## config.mk

```make
export PLATFORM = sky130hd
export DESIGN_NAME = wb_arbiter
export DESIGN_NICKNAME = d
export VERILOG_FILES = /design/src/rtl/wb_arbiter.sv
export SDC_FILE = /design/constraint.sdc
export NUM_CORES = 1
export LEC_CHECK = 0
export ABC_CLOCK_PERIOD_IN_PS = 5800
export BUFFER_PORTS_ARGS = -buffer_cell sky130_fd_sc_hd__buf_2
export CAP_MARGIN = 20
export CORE_MARGIN = 5
export CORE_UTILIZATION = 55
export DETAILED_ROUTE_END_ITERATION = 10
export PLACE_DENSITY = 0.8
export SYNTH_ARGS = -nofsm -noshare
export SYNTH_HDL_FRONTEND = slang
export SYNTH_SLANG_ARGS = --single-unit
```

## constraint.sdc

```tcl
create_clock -name clock -period 5.8 [get_ports clock]
set_input_delay 1.16 -clock clock [delete_from_list [all_inputs] [get_ports clock]]
set_output_delay 1.16 -clock clock [all_outputs]
set_load 0.1 [all_outputs]
```

## src/rtl/wb_arbiter.sv

```systemverilog
// Register-file write-port arbiter: in-order pipeline writes always win; long-latency
// results wait in a FIFO. Optional macro WB_LU_BYPASS_EN lets a result skip an empty queue.
module wb_arbiter #(
  parameter int unsigned DEPTH = 4
) (
  input  logic                     clock,
  input  logic                     reset,
  input  logic                     pipe_wen,
  input  logic [4:0]               pipe_wa,
  input  logic [31:0]              pipe_wd,
  input  logic                     lu_valid,
  output logic                     lu_ready,
  input  logic [4:0]               lu_wa,
  input  logic [31:0]              lu_wd,
  input  logic                     iss_valid,
  input  logic [4:0]               iss_rd,
  output logic                     wen,
  output logic [4:0]               wa,
  output logic [31:0]              wd,
  output logic [31:0]              busy_mask,
  output logic [$clog2(DEPTH):0]   q_count
);

  localparam int unsigned PW = $clog2(DEPTH);
  localparam int unsigned CW = PW + 1;

  typedef struct packed {
    logic [4:0]  wa;
    logic [31:0] wd;
  } entry_t;

  entry_t          r_mem [DEPTH];
  logic [PW-1:0]   r_rd_ptr;
  logic [PW-1:0]   r_wr_ptr;
  logic [CW-1:0]   r_count;
  logic [31:0]     r_busy;

  logic            w_pipe_wr;
  logic            w_empty;
  logic            w_xfer;
  logic            w_byp;
  logic            w_push;
  logic            w_pop;
  logic            w_clr;
  logic [31:0]     w_busy_nxt;
  entry_t          w_head;

  assign w_pipe_wr = pipe_wen && (pipe_wa != 5'd0);
  assign w_empty   = (r_count == CW'(0));
  assign lu_ready  = (r_count < CW'(DEPTH));
  assign w_xfer    = lu_valid && lu_ready;
  assign w_head    = r_mem[r_rd_ptr];

`ifdef WB_LU_BYPASS_EN
  assign w_byp = w_xfer && (lu_wa != 5'd0) && !w_pipe_wr && w_empty && !reset;
`else
  assign w_byp = 1'b0;
`endif

  // Zero-destination results are accepted but never stored.
  assign w_push = w_xfer && (lu_wa != 5'd0) && !w_byp;

  // Write-port mux: pipeline, then queue head, then bypassed lu result.
  always_comb begin
    wen   = 1'b0;
    wa    = 5'd0;
    wd    = 32'd0;
    w_pop = 1'b0;
    w_clr = 1'b0;
    if (!reset) begin
      if (w_pipe_wr) begin
        wen = 1'b1;
        wa  = pipe_wa;
        wd  = pipe_wd;
      end else if (!w_empty) begin
        wen   = 1'b1;
        wa    = w_head.wa;
        wd    = w_head.wd;
        w_pop = 1'b1;
        w_clr = 1'b1;
      end else if (w_byp) begin
        wen   = 1'b1;
        wa    = lu_wa;
        wd    = lu_wd;
        w_clr = 1'b1;
      end
    end
  end

  // Set is applied after clear so a same-cycle re-issue keeps the register busy.
  always_comb begin
    w_busy_nxt = r_busy;
    if (w_clr) begin
      w_busy_nxt[wa] = 1'b0;
    end
    if (iss_valid && (iss_rd != 5'd0)) begin
      w_busy_nxt[iss_rd] = 1'b1;
    end
    w_busy_nxt[0] = 1'b0;
  end

  always_ff @(posedge clock) begin
    if (reset) begin
      r_rd_ptr <= '0;
      r_wr_ptr <= '0;
      r_count  <= '0;
      r_busy   <= '0;
    end else begin
      if (w_push) begin
        r_wr_ptr <= r_wr_ptr + PW'(1);
      end
      if (w_pop) begin
        r_rd_ptr <= r_rd_ptr + PW'(1);
      end
      case ({w_push, w_pop})
        2'b10:   r_count <= r_count + CW'(1);
        2'b01:   r_count <= r_count - CW'(1);
        default: r_count <= r_count;
      endcase
      r_busy <= w_busy_nxt;
    end
  end

  // Payload storage needs no reset; occupancy is tracked by the pointers.
  always_ff @(posedge clock) begin
    if (w_push) begin
      r_mem[r_wr_ptr] <= entry_t'({lu_wa, lu_wd});
    end
  end

  assign busy_mask = r_busy;
  assign q_count   = r_count;

endmodule
```

After elaboration in Yosys (flattened, before gate mapping) --
Memories as Yosys holds them, arrays and structs flattened. A register that Yosys moved wholly into a read port is not among the register bits. Cells that the tools add are included.
Storage, ports and cells: bits in registers 39, RAM bits 148, memories 1
Memories:
- r_mem | depth 4, bits a word 37, read ports 1, clocked after Yosys merged registers in 1, write ports 1, RTL line 32 | entry_t r_mem [DEPTH];
Cells by class: add/subtract/negate cells 4, $lt $le $gt $ge 5, eq/ne operators 2, multiplexer cells 22, bitwise operators 3, reduce and logical (&&, ||, !) cells 11
Operator list (number):
- $mux W32 | 5
- $and A32 B32 Y32 | 1
- $not A32 Y32 | 1
- $or A32 B32 Y32 | 1
- $mux W5 | 3
- $reduce_bool A5 Y1 | 3
- $lt A5 B6 Y1 const B | 2
- $demux W1 S5 | 2
- $ge A5 B1 Y1 const B | 2
- $mux W1 | 9
- $logic_and A1 B1 Y1 | 6
- $pmux W3 S2 | 1
- $add A2 B1 Y2 const B | 2
- $mux W2 | 2
- $add A3 B1 Y3 const B | 1
- $logic_not A3 Y1 | 1
- $lt A3 B3 Y1 const B | 1
- $sub A3 B1 Y3 const B | 1
- $eq A2 B1 Y1 const B | 1
- $eq A2 B2 Y1 const B | 1
- $reduce_bool A2 Y1 | 1

Depth between registers and ports, before layout --
word-level depth 13, depth in mapped cells 11, mapped depth without buffers 9

Least setup slack after synthesis --
OpenSTA, ideal clock, no wires.
path kind register -> output, from reg r_count[2], in the netlist q_count[2], to out wen, arrival 3.478 ns, required time 4.640 ns, slack 1.162 ns, cell stages (with the launch flop) 3, path buffers 0, cells stage by stage dfxtp_1 > inv_1 > a41oi_1
Between the ends: cells in the longest elaborated chain, start to end 4
Ends and longest elaborated chain:
- start: declaration | RTL line 35 | logic [CW-1:0] r_count;
- start signal: assignment | RTL line 116 | 2'b10: r_count <= r_count + CW'(1);
- start signal: assignment | RTL line 117 | 2'b01: r_count <= r_count - CW'(1);
- start signal: assignment | RTL line 118 | default: r_count <= r_count;
- $logic_not A3 Y1 | RTL line 49 | assign w_empty = (r_count == CW'(0));
- $mux W1 | RTL line 75 | end else if (!w_empty) begin
- $mux W1 | RTL line 71 | if (w_pipe_wr) begin
- $mux W1 | RTL line 70 | if (!reset) begin
- end: declaration | RTL line 17 | output logic wen,
Every way passes these cells.

Worst setup path after layout --
from in pipe_wa[2], to out wd[23]
Between the ends: cells in the longest elaborated chain, start to end 4
Ends and longest elaborated chain:
- start: declaration | RTL line 9 | input logic [4:0] pipe_wa,
- $reduce_bool A5 Y1 | RTL line 48 | assign w_pipe_wr = pipe_wen && (pipe_wa != 5'd0);
- $logic_and A1 B1 Y1 | RTL line 48
- $mux W32 | RTL line 71
- $mux W32 | RTL line 70
- end: declaration | RTL line 19 | output logic [31:0] wd,
Every way passes these cells.

==> results.cfg <==
[finish]
final_cell_mix = 156 x buf_2, 148 x edfxtp_1, 38 x dfxtp_1
multi_input_area_um2 = 2270
fin_util_pct = 66.8
area_delta_synth_final_pct = 20.2
fill_cells = 978
layout_commonest_cell = buf_2
fin_nets = 724
ff_latch_area_um2 = 5250
drive_above_1_share_pct = 36.2

[clock_tree]
cts_tree = done
cts_buffers = 17
post-cts-setup-buffers = 0
clock_latency_ns = 0.43
clock-sinks = 188
clock-root-buffer = clkbuf_16
cts.htree.levels = 4
cts_hold_buf = 0
cts.clk_slew.worst_paths_ns = 0.06
cts-resized-gates = 0
clock_path_buffers = 2

[worst_hold_path]
hold_class = reg -> reg
min_from = busy_mask[7]$_SDFF_PP0_

[routing]
viasPerCell = 6.07
dr_total_vias = 5024
drtPass1Iterations = 5
drc_errors = 0
post_drt_wl_per_cell_um = 21.1
ant_nets = 0
drt_iter0_drc = 519
totalWireLength_um = 17400

[grt]
grt_pass1_vias = 5066
grt_max_degree = 39
grt_pass1_wl_um = 26800
antenna_found_initial = 4
overflow = 0
grt_use_total_pct = 21.6

[setup_path]
cp_data_required_time_ns = 4.64
worstPathArrival_ns = 3.50
crit_type = in -> out
reg2reg_from = q_count[0]$_SDFFE_PP0P_
crit_start = pipe_wa[2]
crit_path_max_fanout = 37
startpoint_type = input port
cp-end-kind = output port

[sta]
fin_crit_ns = 4.66
fin_ws_ns = 1.14
tns_ns = 0
hold_viol = 0
finalCritPeriodShare_pct = 80.3
max_freq_ghz = 0.215
skew_ns = 0.00829
drv_slew = 0
worstMarginPinSlew_ns = 1.04
finalSetupViolCount = 0
rsz0062_at_grt = false
maxSlewHeadroom_pct = 30.7

[die]
die_y_um = 128
coreArea_um2 = 13800
row_count = 43
initial_utilization_pct = 55.6
pin_count = 158
dieArea_um2 = 16400
die_width_um = 128

[pwr]
p_total_uw = 3420
vdd_ir_drop_max_mv = 0.315
p_leak_uw = 0.00341
power_density_nw_per_um2 = 371

[logic_synthesis]
synth_edf_count = 148
async_reset_ff_share_pct = 0
synth_area_per_cell_um2 = 15.9
synth_cell_types = 51
ys_seq_elements = 188
seq_area_frac_synth_pct = 68.5
synth.cell_area_um2 = 7660
synth.net_count = 573
yosys_warnings = 0
netlist_instances = 483
ys.flop_type = edfxtp_1

[place]
port_buffers = 156
hpwl_um = 11200
gp_congestion = 0.919
dpl_worst_slack_ns = 1.21

[status]
status = complete, no violations

[run]
cap_violations = 0
metrics by stage:
step | hold slack, ns | std cells | area [um^2]
after floorplan | 0.485 | 483 | 7660
after global placement | 0.461 | 795 | 8580
after detailed placement | 0.468 | 795 | 8580
after CTS | 0.479 | 826 | 9200
after global routing | 0.497 | 827 | 9200
final | 0.480 | 827 | 9200
synthesized netlist by cell type (2+ instances only):
cell type	instances	area share (%)
a21oi_1	29	1.9
buf_1	6	0.29
nand2b_1	3	0.25
clkbuf_1	15	0.74
buf_2	2	0.13
xor2_1	3	0.34
ha_1	5	0.82
a41oi_1	3	0.34
and3_1	2	0.16
edfxtp_1	148	58
nor2b_1	2	0.16
mux4_2	36	11
nor3_1	5	0.33
a211oi_1	11	1.1
a41o_1	4	0.52
nand4_1	2	0.16
xnor2_1	2	0.23
dfxtp_1	40	10
nor2_1	21	1.0
inv_1	9	0.44
nand2_1	29	1.4
or3_1	7	0.57
and2_1	8	0.65
nor3b_1	2	0.20
nand3b_1	3	0.29
o21ai_0	13	0.85
a22o_1	33	3.8
a31oi_1	4	0.33
o211ai_1	10	0.98
nand3_1	4	0.26
a32oi_1	2	0.23
worst max-delay path, stage by stage:
cell	delay, ns
buf_2	0.13
o21ai_1	0.52
nand4_1	0.35
inv_2	0.61
a22o_1	0.25
buf_2	0.43
path summary, 6_finish.rpt:
check | to | slack, ns | cells after the start
setup / recovery | wd[23] | 1.14 | 6
hold / removal | busy_mask[7]$_SDFF_PP0_ | 0.48 | 2
setup reg to reg | q_count[2]$_SDFFE_PP0P_ | 2.75 | 9
hold reg to reg | busy_mask[7]$_SDFF_PP0_ | 0.48 | 2
where the power goes:
part           internal, uW  total (uW)  switching, uW
combinational           174         635            461
clock                   723        1210            487
sequential             1540        1570           32.4
registers in the layout (all words and copies together) (netlist names), named ones only:
register   cells
q_count        3
busy_mask     31
r_mem        148
r_wr_ptr       2
r_rd_ptr       2
final cells by class:
cell class	instances	area share, %
Clock inverter	13	2.04
Tap cell	180	2.45
Inverter	11	0.449
Timing Repair Buffer	158	8.65
Sequential cell	188	57.0
Clock buffer	18	4.67
Multi-Input combinational cell	258	24.7
Antenna cell	1	0.0272
layer usage:
metal / global-route usage (%) / vias to the layer above / wire [um]
met2: 36.0 / 269 / 8790
met4: 8.43 / 6 / 346
met5: 0 / - / 45
li1: - / 2250 / -
met3: 5.71 / 37 / 1500
met1: 27.3 / 2462 / 6730
logic make-up (layout without fill, tap and decap cells):
kind of cell	after synthesis	after routing	synth area share, %
DFF	188	188	68.5
AOI/OAI and AO/OA	117	117	10.9
buffers and inverters	37	200	2.01
and+or+nand+nor	91	91	5.80
adders and majority gates	6	6	1.08
xor gates and xnor gates	5	5	0.572
other	1	2	0.0490
muxes	38	38	11.1
(Power assumes the default switching activity.)
